### src/rtl/game_pkg.sv
// ============================================================================
// Module      : game_pkg
// Description : Shared state encoding and default keycodes for game_fsm.
// Revision    : 1.0 - initial release
// ============================================================================
`default_nettype none

package game_pkg;

    // Encodings are read directly by the sprite/colour mapper; do not reorder.
    typedef enum logic [1:0] {
        MENU      = 2'd0,
        PLAY      = 2'd1,
        GAME_OVER = 2'd2,
        PAUSE     = 2'd3
    } state_e;

    localparam logic [7:0] c_ESC_CODE   = 8'd41;
    localparam logic [7:0] c_ENTER_CODE = 8'd40;
    localparam logic [7:0] c_PAUSE_CODE = 8'd19;

endpackage

`default_nettype wire

### src/rtl/game_fsm_key_edge_detect.sv
// ============================================================================
// Module      : key_edge_detect
// Description : Matches one keycode across all keyboard slots; press edge out.
// Revision    : 1.0 - initial release
// ============================================================================
`default_nettype none

module key_edge_detect #(
    parameter int              NUM_KEYS = 4,
    parameter int              KEY_W    = 8,
    parameter logic [KEY_W-1:0] CODE    = '0
) (
    input  logic                      Clk,
    input  logic                      Reset,
    input  logic [NUM_KEYS*KEY_W-1:0] keycode,
    output logic                      pressed,
    output logic                      press_edge
);

    logic w_pressed;
    logic r_prev;

    // Duplicate slots collapse into a single press via the OR-reduction.
    always_comb begin
        w_pressed = 1'b0;
        for (int i = 0; i < NUM_KEYS; i++) begin
            if (keycode[i*KEY_W +: KEY_W] == CODE) begin
                w_pressed = 1'b1;
            end
        end
    end

    // Prev starts high so a key held through reset must be re-pressed.
    always_ff @(posedge Clk or negedge Reset) begin
        if (!Reset) begin
            r_prev <= 1'b1;
        end else begin
            r_prev <= w_pressed;
        end
    end

    assign pressed    = w_pressed;
    assign press_edge = w_pressed & ~r_prev;

endmodule

`default_nettype wire

### src/rtl/game_fsm.sv
// ============================================================================
// Module      : game_fsm
// Description : Game-flow controller (MENU/PLAY/PAUSE/GAME_OVER), high score.
// Revision    : 1.0 - initial release
// ============================================================================
`default_nettype none

module game_fsm
    import game_pkg::*;
#(
    parameter int                NUM_KEYS    = 4,
    parameter int                KEY_W       = 8,
    parameter int                HEALTH_W    = 10,
    parameter int                SCORE_W     = 16,
    parameter int                OVER_FRAMES = 120,
    parameter bit                AUTO_RETURN = 1'b1,
    parameter logic [KEY_W-1:0]  ESC_CODE    = KEY_W'(c_ESC_CODE),
    parameter logic [KEY_W-1:0]  ENTER_CODE  = KEY_W'(c_ENTER_CODE),
    parameter logic [KEY_W-1:0]  PAUSE_CODE  = KEY_W'(c_PAUSE_CODE)
) (
    input  logic                      Clk,
    input  logic                      Reset,
    input  logic                      frame_tick,
    input  logic [NUM_KEYS*KEY_W-1:0] keycode,
    input  logic [HEALTH_W-1:0]       health,
    input  logic [SCORE_W-1:0]        score,
    output logic [7:0]                state,
    output logic                      run_en,
    output logic                      game_reset,
    output logic [SCORE_W-1:0]        high_score,
    output logic                      over_done
);

    // A zero hold time still needs a one-bit counter.
    localparam int                CNT_W      = (OVER_FRAMES > 0) ? $clog2(OVER_FRAMES + 1) : 1;
    localparam logic [CNT_W-1:0]  c_OVER_MAX = CNT_W'(OVER_FRAMES);

    state_e             r_state;
    state_e             w_next_state;
    logic [CNT_W-1:0]   r_cnt;
    logic [SCORE_W-1:0] r_high_score;
    logic               r_game_reset;
    logic               w_over_done;
    logic               w_esc_edge;
    logic               w_enter_edge;
    logic               w_pause_edge;
    logic               w_esc_pressed;
    logic               w_enter_pressed;
    logic               w_pause_pressed;

    key_edge_detect #(.NUM_KEYS(NUM_KEYS), .KEY_W(KEY_W), .CODE(ESC_CODE)) u_esc (
        .Clk(Clk), .Reset(Reset), .keycode(keycode),
        .pressed(w_esc_pressed), .press_edge(w_esc_edge)
    );

    key_edge_detect #(.NUM_KEYS(NUM_KEYS), .KEY_W(KEY_W), .CODE(ENTER_CODE)) u_enter (
        .Clk(Clk), .Reset(Reset), .keycode(keycode),
        .pressed(w_enter_pressed), .press_edge(w_enter_edge)
    );

    key_edge_detect #(.NUM_KEYS(NUM_KEYS), .KEY_W(KEY_W), .CODE(PAUSE_CODE)) u_pause (
        .Clk(Clk), .Reset(Reset), .keycode(keycode),
        .pressed(w_pause_pressed), .press_edge(w_pause_edge)
    );

    // State register plus the registered side effects of each transition.
    always_ff @(posedge Clk or negedge Reset) begin
        if (!Reset) begin
            r_state      <= MENU;
            r_cnt        <= '0;
            r_high_score <= '0;
            r_game_reset <= 1'b0;
        end else begin
            r_state      <= w_next_state;
            r_game_reset <= (w_next_state == PLAY) &&
                            ((r_state == MENU) || (r_state == GAME_OVER));
            if ((r_state == PLAY) && (w_next_state == GAME_OVER) && (score > r_high_score)) begin
                r_high_score <= score;
            end
            if (r_state != GAME_OVER) begin
                r_cnt <= '0;
            end else if (frame_tick && (r_cnt != c_OVER_MAX)) begin
                r_cnt <= r_cnt + 1'b1;
            end
        end
    end

    always_comb begin
        w_next_state = r_state;
        case (r_state)
            MENU: begin
                if (w_enter_edge) w_next_state = PLAY;
            end
            PLAY: begin
                if (health == '0)      w_next_state = GAME_OVER;
                else if (w_esc_edge)   w_next_state = MENU;
                else if (w_pause_edge) w_next_state = PAUSE;
            end
            PAUSE: begin
                if (w_esc_edge)                        w_next_state = MENU;
                else if (w_enter_edge || w_pause_edge) w_next_state = PLAY;
            end
            GAME_OVER: begin
                // An early Enter is dropped, not queued.
                if (w_esc_edge)                       w_next_state = MENU;
                else if (w_enter_edge && w_over_done) w_next_state = PLAY;
                else if (AUTO_RETURN && w_over_done)  w_next_state = MENU;
            end
            default: w_next_state = MENU;
        endcase
    end

    always_comb begin
        w_over_done = (r_state == GAME_OVER) && (r_cnt == c_OVER_MAX);
        state       = {6'b0, r_state};
        run_en      = (r_state == PLAY);
        game_reset  = r_game_reset;
        high_score  = r_high_score;
        over_done   = w_over_done;
    end

endmodule

`default_nettype wire

### config.mk
export PLATFORM = sky130hd
export DESIGN_NAME = game_fsm
export DESIGN_NICKNAME = d
export VERILOG_FILES = /design/src/rtl/game_pkg.sv /design/src/rtl/game_fsm_key_edge_detect.sv /design/src/rtl/game_fsm.sv
export SDC_FILE = /design/constraint.sdc
export NUM_CORES = 1
export LEC_CHECK = 0
export CAP_MARGIN = 20
export CORE_ASPECT_RATIO = 2
export CORE_UTILIZATION = 45
export DETAILED_ROUTE_END_ITERATION = 8
export HOLD_SLACK_MARGIN = 0.1
export PLACE_DENSITY = 0.87
export SLEW_MARGIN = 20
export SYNTH_ARGS = -nofsm -noshare
export SYNTH_HDL_FRONTEND = slang
export SYNTH_SLANG_ARGS = --single-unit
### constraint.sdc
create_clock -name Clk -period 3.94 [get_ports Clk]
set_input_delay 0.591 -clock Clk [delete_from_list [all_inputs] [get_ports Clk]]
set_output_delay 0.591 -clock Clk [all_outputs]
set_load 0.02 [all_outputs]
==> results.md <==
- Total CTS buffers: 5
- DR WL/cell: 14.0 um
- Clock root cell: clkbuf_8
- Max frequency: 339 MHz
- Crit Reg-Reg Startpoint: high_score[14]
- Commonest cells after routing, fill and taps aside: 81 x clkdlybuf4s50_1, 26 x dfrtp_1, 21 x inv_1
- Slew @ Worst Pin: 0.529 ns
- Gr busiest metal: met2
- Grt ovf: 0
- Detailed-route via count: 1,819
- H-tree levels: 2
- R2R Path End: high_score[7]
- Cell area power density: 377 mW/mm^2
- Row count: 33
- CTS resizes: 0
- Antenna violations before repair: 0
- Ys async rst share: 100%
- Area Growth Syn to Fin: 47.1%
- Max Cap Viol: 0
- Final Setup Violations: 0
- Critical path class: register to primary output
- Peak supply drop: 0.249 mV
- Pre-antenna DRT Iters: 4
- Largest net degree at the start of global routing: 30
- Clock latency on the worst-skew pair: 0.29 ns
- Top cell type's share of synthesized area: 33.4%
- Hold Buf Count CTS: 0
- Worst hold endpoint: high_score[7]
- Ys flop type: dfrtp_1
- Yosys reg bits: 29
- Worst hold path type: register to register
- Sequential share of the synthesized area: 37.4%
- Global Route met3 Usage: 4.78%
- CP cell instances: inv_1 > ha_1 > or4b_1 > nor2_1 > clkdlybuf4s50_1
- Arrival time at the worst endpoint: 2.36 ns
- Critical-path top delay cell: clkdlybuf4s50_1
- Hold depth: 1
- Routed WL: 4.70 mm
- Crit start category: register
- Layout cells sized above 1: 12.4%
- Fin area: 0.00287 sq mm
- Postcts setup bufs: 0
- Total global-route track usage: 23.1%
- Placed Instance Area: 0.00279 sq mm
- Status: completed
- Crit. End Element: primary output
- Ports: 88
- Sum Neg Setup Slack: 0 ns
- Avg Cell Area, Syn: 10.0 sq um
- Post-route minimum period: 2.95 ns
- Fin nets: 361
- Count of cell types in the netlist: 43
- Chip height: 95.1 um
- Final Cycle Share: 74.8%
- Initial core utilization: 47.2%
- R2R Setup Slk: 1.45 ns
- Synth area leaders: dfrtp_1 33%, ha_1 12%, mux2_4 7.7%
- Placer Congestion: 0.824
- Number of flops mapped to enable cells by yosys: 0
- Filler cell count: 323
- Grt met1 use: 18.7%
- Antenna Cells: 0
- CTS sink cnt: 29
- Port buffer count: 81
- Placed cells: 327
- Final Max Tran Viols: 0
- R2R cell count: 10
- Fin Hold WS: 0.538 ns
- Crit path required time: 3.35 ns
- Synthesized instance count: 195
- Drt initial violations: 21
- Clock Tree Buf Depth: 2
- Die area: 0.00462 sq mm
- Most common cell after layout, fill and taps aside: clkdlybuf4s50_1
- Worst hold start: high_score[7]
- Chip width: 48.5 um
- Drc violations: 0
- Worst-path fanout max: 6
- First-pass GRT wire length: 8.10 mm
- Ys Warns: 0
- Worst slew margin: 64.2%
- DRT antenna net count: 0
- Final design utilization: 69.5%
- LEAKAGE: 1.21 nW
- Syn Std Cell Area: 0.00195 sq mm
- Core footprint: 0.00413 sq mm
- Unrepaired setup endpoints after global routing: no
- DR vias/cell: 5.43
- Clk pin slew, worst setup/hold paths: 0.07 ns
- Max Clock Skew: 0.0102 ns
- Final cell count without fillers: 335
- Post-synth top area cell: dfrtp_1
- Peak per-stage delay on the critical path: 0.64 ns
- GR Util met2: 47.7%
- Vias in the first global route: 2,019
- HPWL after DPL: 3.87 mm
- Final Hold Viols: 0
- TritonCTS clock tree: built
-- per-stage QoR --
step	worst slack (ns)	power (mW)
global placement	0.921	0.836
CTS	1.00	1.09
floorplan	1.50	0.640
global route	0.794	1.15
detailed placement	0.780	0.851
finish	0.992	1.08
-- how the worst max path moves through the flow --
stage,start,to
final,r_cnt[0],over_done
after global routing,keycode[18],high_score[8]
after CTS,r_cnt[0],over_done
after detailed placement,keycode[18],high_score[10]
after global placement,score[14],high_score[8]
after floorplan,score[14],high_score[0]
-- report_power, final --
| part | internal, mW | total, mW | switching, mW |
|---|---|---|---|
| combinational | 0.246 | 0.457 | 0.211 |
| sequential | 0.343 | 0.390 | 0.0468 |
| clock | 0.122 | 0.235 | 0.113 |
| total | 0.710 | 1.08 | 0.371 |
-- flip-flops by register name, summed over array words and instances, names as in the netlist --
name / count
r_state: 2
u_pause.r_prev: 1
game_reset: 1
u_enter.r_prev: 1
r_cnt: 7
u_esc.r_prev: 1
high_score: 16
-- cells by family (layout without fill, tap and decap cells) --
group	after synthesis	count (layout)	share of synthesized area, %
XOR/XNOR	4	4	1.80
AO/OA/AOI/OAI	31	31	10.7
other	1	6	0.192
multiplexers	16	16	11.2
buffers and inverters	30	113	8.22
AND/OR/NAND/NOR	66	66	19.0
flip-flops	29	29	37.4
adder cells (fa/ha/maj)	18	18	11.6
-- Yosys cell counts, drive strengths merged, types with 3 or more instances --
cell,instances
dfrtp,26
inv,21
ha,18
mux2,16
nand2,15
a21oi,13
nor2,13
buf,9
nand4,7
nand3,6
nor4bb,6
nor4,5
nor3,4
o21ai,4
dfstp,3
xor2,3
-- final cells by class --
| type | instances | area (sq um) | area share (%) |
|---|---|---|---|
| Multi-Input combinational cell | 141 | 1080 | 37.6 |
| Timing Repair Buffer | 84 | 833 | 29.1 |
| Sequential cell | 29 | 729 | 25.4 |
| Inverter | 21 | 78.8 | 2.75 |
| Clock buffer | 6 | 72.6 | 2.53 |
| Tap cell | 52 | 65.1 | 2.27 |
| Clock inverter | 2 | 10.0 | 0.349 |
-- metal layers --
metal / up-vias / share of wire (%)
met5: - / 0
met2: 89 / 57
met4: 0 / 3.7
met1: 848 / 33
met3: 12 / 6.1
li1: 870 / -
-- critical path: cells and delay by family, from the launching register on --
kind | cells | cell delay, ns
DFF | 1 | 0.40
and+or+nand+nor | 2 | 0.79
adders and majority gates | 1 | 0.14
buffers and inverters | 2 | 0.74
No activity file was read; power rests on OpenSTA's default activity.
